### config.mk
export PLATFORM = sky130hd
export DESIGN_NAME = array_feed_sched
export DESIGN_NICKNAME = d
export VERILOG_FILES = /design/src/rtl/sa_pkg.sv /design/src/rtl/array_feed_sched_skew_window.sv /design/src/rtl/array_feed_sched.sv
export SDC_FILE = /design/constraint.sdc
export NUM_CORES = 1
export LEC_CHECK = 0
export CORE_MARGIN = 4
export CORE_UTILIZATION = 35
export CTS_CLUSTER_SIZE = 30
export DETAILED_ROUTE_END_ITERATION = 10
export GPL_ROUTABILITY_DRIVEN = 0
export GPL_TIMING_DRIVEN = 0
export PLACE_DENSITY = 0.64
export SYNTH_ARGS = -nofsm -noshare
export SYNTH_HDL_FRONTEND = slang
export SYNTH_HIERARCHICAL = 1
export SYNTH_SLANG_ARGS = --single-unit
### constraint.sdc
create_clock -name clk_i -period 7.5 [get_ports clk_i]
set_clock_uncertainty 0.2 [all_clocks]
set_input_delay 1.5 -clock clk_i [delete_from_list [all_inputs] [get_ports clk_i]]
set_output_delay 1.5 -clock clk_i [all_outputs]
set_load 0.005 [all_outputs]
### src/rtl/sa_pkg.sv
// rtl/sa_pkg.sv - shared types and sizing helpers for the systolic array feed path
package sa_pkg;

    typedef enum logic [1:0] {IDLE, RUN, DONE} feed_state_e;

    // Step counter must reach len_max + rows - 2, the last skewed diagonal
    function automatic int step_cnt_w(input int len_max, input int rows);
        return $clog2(len_max + rows);
    endfunction

endpackage

### src/rtl/array_feed_sched_skew_window.sv
// rtl/array_feed_sched_skew_window.sv - per-row active mask for the skewed wavefront
module skew_window
    import sa_pkg::*;
#(
    parameter  int rows_p    = 4,
    parameter  int len_max_p = 64,
    localparam int len_w     = $clog2(len_max_p + 1),
    localparam int t_w       = step_cnt_w(len_max_p, rows_p)
) (
    input  logic [t_w-1:0]    t,
    input  logic [len_w-1:0]  len_r,
    output logic [rows_p-1:0] active
);

    typedef logic [t_w:0] ext_t;

    for (genvar r = 0; r < rows_p; r++) begin : g_row
        ext_t lo;
        ext_t hi;
        assign lo        = ext_t'(r);
        assign hi        = ext_t'(r) + ext_t'(len_r);
        assign active[r] = ({1'b0, t} >= lo) && ({1'b0, t} < hi);
    end

endmodule

### src/rtl/array_feed_sched.sv
// rtl/array_feed_sched.sv - drains per-row FIFOs into the array west edge with diagonal skew
module array_feed_sched
    import sa_pkg::*;
#(
    parameter  int rows_p    = 4,
    parameter  int width_p   = 8,
    parameter  int len_max_p = 64,
    localparam int len_w     = $clog2(len_max_p + 1),
    localparam int t_w       = step_cnt_w(len_max_p, rows_p)
) (
    input  logic                      clk_i,
    input  logic                      reset_i,
    input  logic                      start_i,
    input  logic [len_w-1:0]          len_i,
    output logic                      idle_o,
    output logic                      done_o,
    input  logic [rows_p-1:0]         fifo_valid_i,
    input  logic [rows_p*width_p-1:0] fifo_data_i,
    output logic [rows_p-1:0]         fifo_yumi_o,
    output logic [rows_p*width_p-1:0] arr_data_o,
    output logic [rows_p-1:0]         arr_valid_o,
    output logic                      arr_en_o
);

    typedef logic [t_w:0]   ext_t;
    typedef logic [len_w:0] len_x_t;

    feed_state_e               state;
    logic [t_w-1:0]            t;
    logic [len_w-1:0]          len_r;
    logic [rows_p-1:0]         active;
    logic                      adv;
    logic                      last_step;
    logic                      len_ok;
    logic [rows_p*width_p-1:0] masked_data;

    skew_window #(
        .rows_p    (rows_p),
        .len_max_p (len_max_p)
    ) u_skew (
        .t      (t),
        .len_r  (len_r),
        .active (active)
    );

    assign len_ok    = (len_i != '0) && (len_x_t'(len_i) <= len_x_t'(len_max_p));
    // Only rows inside the window gate the wavefront; idle rows may sit empty
    assign adv       = (state == RUN) && ((active & ~fifo_valid_i) == '0);
    assign last_step = ext_t'(t) == ext_t'(len_r) + ext_t'(rows_p - 2);

    always_comb begin
        masked_data = '0;
        for (int r = 0; r < rows_p; r++) begin
            if (active[r]) begin
                masked_data[r*width_p +: width_p] = fifo_data_i[r*width_p +: width_p];
            end
        end
    end

    assign fifo_yumi_o = {rows_p{adv}} & active;
    assign arr_en_o    = adv || (state == DONE);
    assign idle_o      = (state == IDLE);
    assign done_o      = (state == DONE);

    always_ff @(posedge clk_i or negedge reset_i) begin
        if (!reset_i) begin
            state       <= IDLE;
            t           <= '0;
            len_r       <= '0;
            arr_valid_o <= '0;
            arr_data_o  <= '0;
        end else begin
            unique case (state)
                IDLE: begin
                    if (start_i && len_ok) begin
                        len_r <= len_i;
                        t     <= '0;
                        state <= RUN;
                    end
                end
                RUN: begin
                    if (adv) begin
                        arr_valid_o <= active;
                        arr_data_o  <= masked_data;
                        t           <= t + 1'b1;
                        if (last_step) begin
                            state <= DONE;
                        end
                    end
                end
                DONE: begin
                    arr_valid_o <= '0;
                    state       <= IDLE;
                end
                default: state <= IDLE;
            endcase
        end
    end

endmodule

==> run_results.csv <==
group,metric,value,unit
run_status,status,"finished, final reports clean",
worst_setup_path,crit_buf_inv,5,
die,die_w,105,um
pwr,leakage,2.06,nW
drt,drc,0,
synth,synthTopCellsByArea,"dfrtp_1 40%, ha_1 12%, nand2_1 8.6%, nand3_1 6.6%, xnor2_1 5.6%",
worst_hold_path,min-delay-path-class,"reg2reg",
pwr,power_density,414,nW/um^2
synth,netlist.area_leader.share,39.9,%
sta,maxSlewHeadroom,65.4,%
die,num_io_pins,89,
clock_network,numCtsBuffers,5,
finish,fin_cells,564,
synth,yosys-top-cells-count,"75 x nand2_1, 52 x dfrtp_1, 43 x nand3_1",
drt,drt-pass1-iter-count,4,
finish,drive_gt1_share,8.55,%
synth,yosysWarnings,6,
finish,area_growth,34.9,%
synth,yosysMostFrequentCell,"nand2_1",
worst_setup_path,cp-end-kind,"output port",
synth,synth_area_leader_cell,"dfrtp_1",
synth,synth_cells,359,
worst_setup_path,cp_max_fo,10,
finish,fin_area,4400,sq um
sta,tns,0,ns
worst_setup_path,startpoint_type,"flip-flop",
sta,timing.hold.ws,0.270,ns
worst_setup_path,required,5.80,ns
clock_network,postCtsSetupBuffers,0,
grt,grt_max_degree,32,
clock_network,cts_buffer_depth,2,
die,core_area,8890,sq um
grt,grt_pass1_wl,14200,um
synth,synth_area,3260,sq um
finish,antenna_cells,0,
sta,rsz0062_at_grt,"no",
synth,ys_ff_latch,52,
clock_network,htreeDepth,2,
synth,synth.distinct_cells,45,
sta,drv_slew,0,
sta,min_period_over_period,80.1,%
sta,setup_viol,0,
worst_setup_path,cp_top_family,"buffers and inverters",
grt,grt.overflow.total,0,
worst_setup_path,arrival,4.31,ns
place,dpl.hpwl,6520,um
sta,fin_ws,1.49,ns
drt,ant_nets,0,
drt,wl_per_cell,14.7,um
synth,dominantRegCellSynth,"dfrtp_1",
worst_setup_path,path_cells,"inv_1 -> ha_1 -> a21oi_1 -> nor3_1 -> xnor2_1 -> ha_1 -> nand3_1 -> a21oi_1 -> o221ai_1 -> and3_1 -> buf_4 -> inv_2 -> o2111ai_4 -> nor2_1 -> buf_2 -> and2_1 -> clkdlybuf4s50_1",
clock_network,root_buffer,"clkbuf_8",
drt,drt-initial-drc-count,142,
sta,hold_viol_final,0,
synth,synth_area_per_cell,9.09,sq um
die,fp-row-count,34,
grt,gr-usage-all-layers,15.6,%
place,place_ws,1.80,ns
synth,synth_edf_count,0,
synth,syn-num-nets,435,
worst_setup_path,worst_path_largest_cell_delay,0.58,ns
place,io_buffers,88,
job,maxCapViolations,0,
clock_network,cts.sinks,52,
synth,synthArstFlopShare,100,%
drt,routed_wirelength,8270,um
grt,grt_pass1_vias,2852,
grt,antenna_found_initial,0,
place,dp_cells,556,
finish,layout.nets,531,
die,die_y,105,um
drt,via_per_inst,5.04,
drt,num_vias,2845,
clock_network,clkTransAtPathRegs,0.09,ns
pwr,ir_drop,0.205,mV
clock_network,cts_tree,"built",
place,place_area,4290,sq um
sta,min_period,6.01,ns
die,initial_utilization,36.7,%
worst_setup_path,slowest_stage,"dfrtp_1",
clock_network,ctsHoldBuffers,0,
die,die_area,10900,sq um
sta,worstMarginPinSlew,0.519,ns
worst_setup_path,critical_path_class,"reg2out",
clock_network,cts_resized,0,
synth,synth-seq-area-share,39.9,%
clock_network,clk_latency,0.30,ns
sta,fmax,166,MHz
[where the power goes]
| group | switching [mW] | internal (mW) |
|---|---|---|
| Clock | 0.0914 | 0.0992 |
| Combinational | 0.553 | 0.547 |
| Sequential | 0.138 | 0.394 |
| Total | 0.782 | 1.04 |
[per-stage QoR]
stage / power (mW) / util, %
after CTS: 1.85 / 49.5
final: 1.82 / 49.5
after global routing: 2.01 / 49.5
after global placement: 1.61 / 48.1
after floorplan: 1.22 / -
after detailed placement: 1.65 / 48.3
[state kept, by name (all words and copies together) (netlist names)]
register,count
arr_data_o,32
len_r,7
t,7
arr_valid_o,4
state,2
[worst register-to-register path, cell delays in order, from the launching register on]
cell and delay [ns]:
dfrtp_1 0.58, inv_1 0.16, ha_1 0.22, a21oi_1 0.29
nor3_1 0.11, xnor2_1 0.14, ha_1 0.33, nand3_1 0.11
a21oi_1 0.18, o221ai_1 0.14, and3_1 0.18, buf_4 0.16
inv_2 0.08, o2111ai_4 0.20, nor4_1 0.37, o2111ai_1 0.23
a21o_1 0.22
[cell type report]
class                           instances  area [sq um]
Clock inverter                          2          35.0
Buffer                                 16          96.3
Timing Repair Buffer                   89           896
Fill cell                             858          4490
Clock buffer                            6          72.6
Inverter                               16          60.1
Tap cell                              108           135
Multi-Input combinational cell        275          1800
Sequential cell                        52          1300
[routing by layer]
metal	GRT usage (%)	share of wire (%)	vias to the layer above
met5	0	0	-
met1	21.2	47	1330
li1	-	-	1431
met4	4.18	1.2	0
met2	25.7	48	77
met3	2.77	4.6	7
[layout by cell type (no fill, tap or decap), drive strengths merged, types with 2 or more instances in the layout]
master and n:
a211o 2, a21o 11, a21oi 8, a31oi 5, and2 5, and3 3, buf 16, clkbuf 8
clkdlybuf4s50 87, dfrtp 52, ha 30, inv 16, mux2 7, nand2 75, nand2b 6, nand3 44
nand4 4, nor2 15, nor2b 2, nor3 6, nor3b 2, nor4 6, o2111ai 2, o211ai 3
o21ai 6, xnor2 21, xor2 3
[cell families (layout without fill, tap and decap cells)]
| kind of cell | after synthesis | after routing | synth area share [%] |
|---|---|---|---|
| buf+inv | 32 | 129 | 4.79 |
| simple gates | 172 | 172 | 25.2 |
| mux | 7 | 7 | 2.42 |
| xor+xnor | 24 | 24 | 6.44 |
| flops | 52 | 52 | 39.9 |
| compound gates | 42 | 42 | 9.71 |
| fa+ha+maj | 30 | 30 | 11.5 |
[final timing paths]
check	startpoint	to	slack (ns)	cells after the start
max in group asynchronous	reset_i	len_r[3]	5.60	2
min	arr_data_o[29]	arr_data_o[29]	0.27	2
max	len_r[1]	fifo_yumi_o[0]	1.49	17
max reg2reg	len_r[1]	state[0]	3.51	16
min reg2reg	arr_data_o[29]	arr_data_o[29]	0.27	2
min in group asynchronous	reset_i	arr_data_o[22]	0.95	1
No activity file was read; power rests on OpenSTA's default activity.
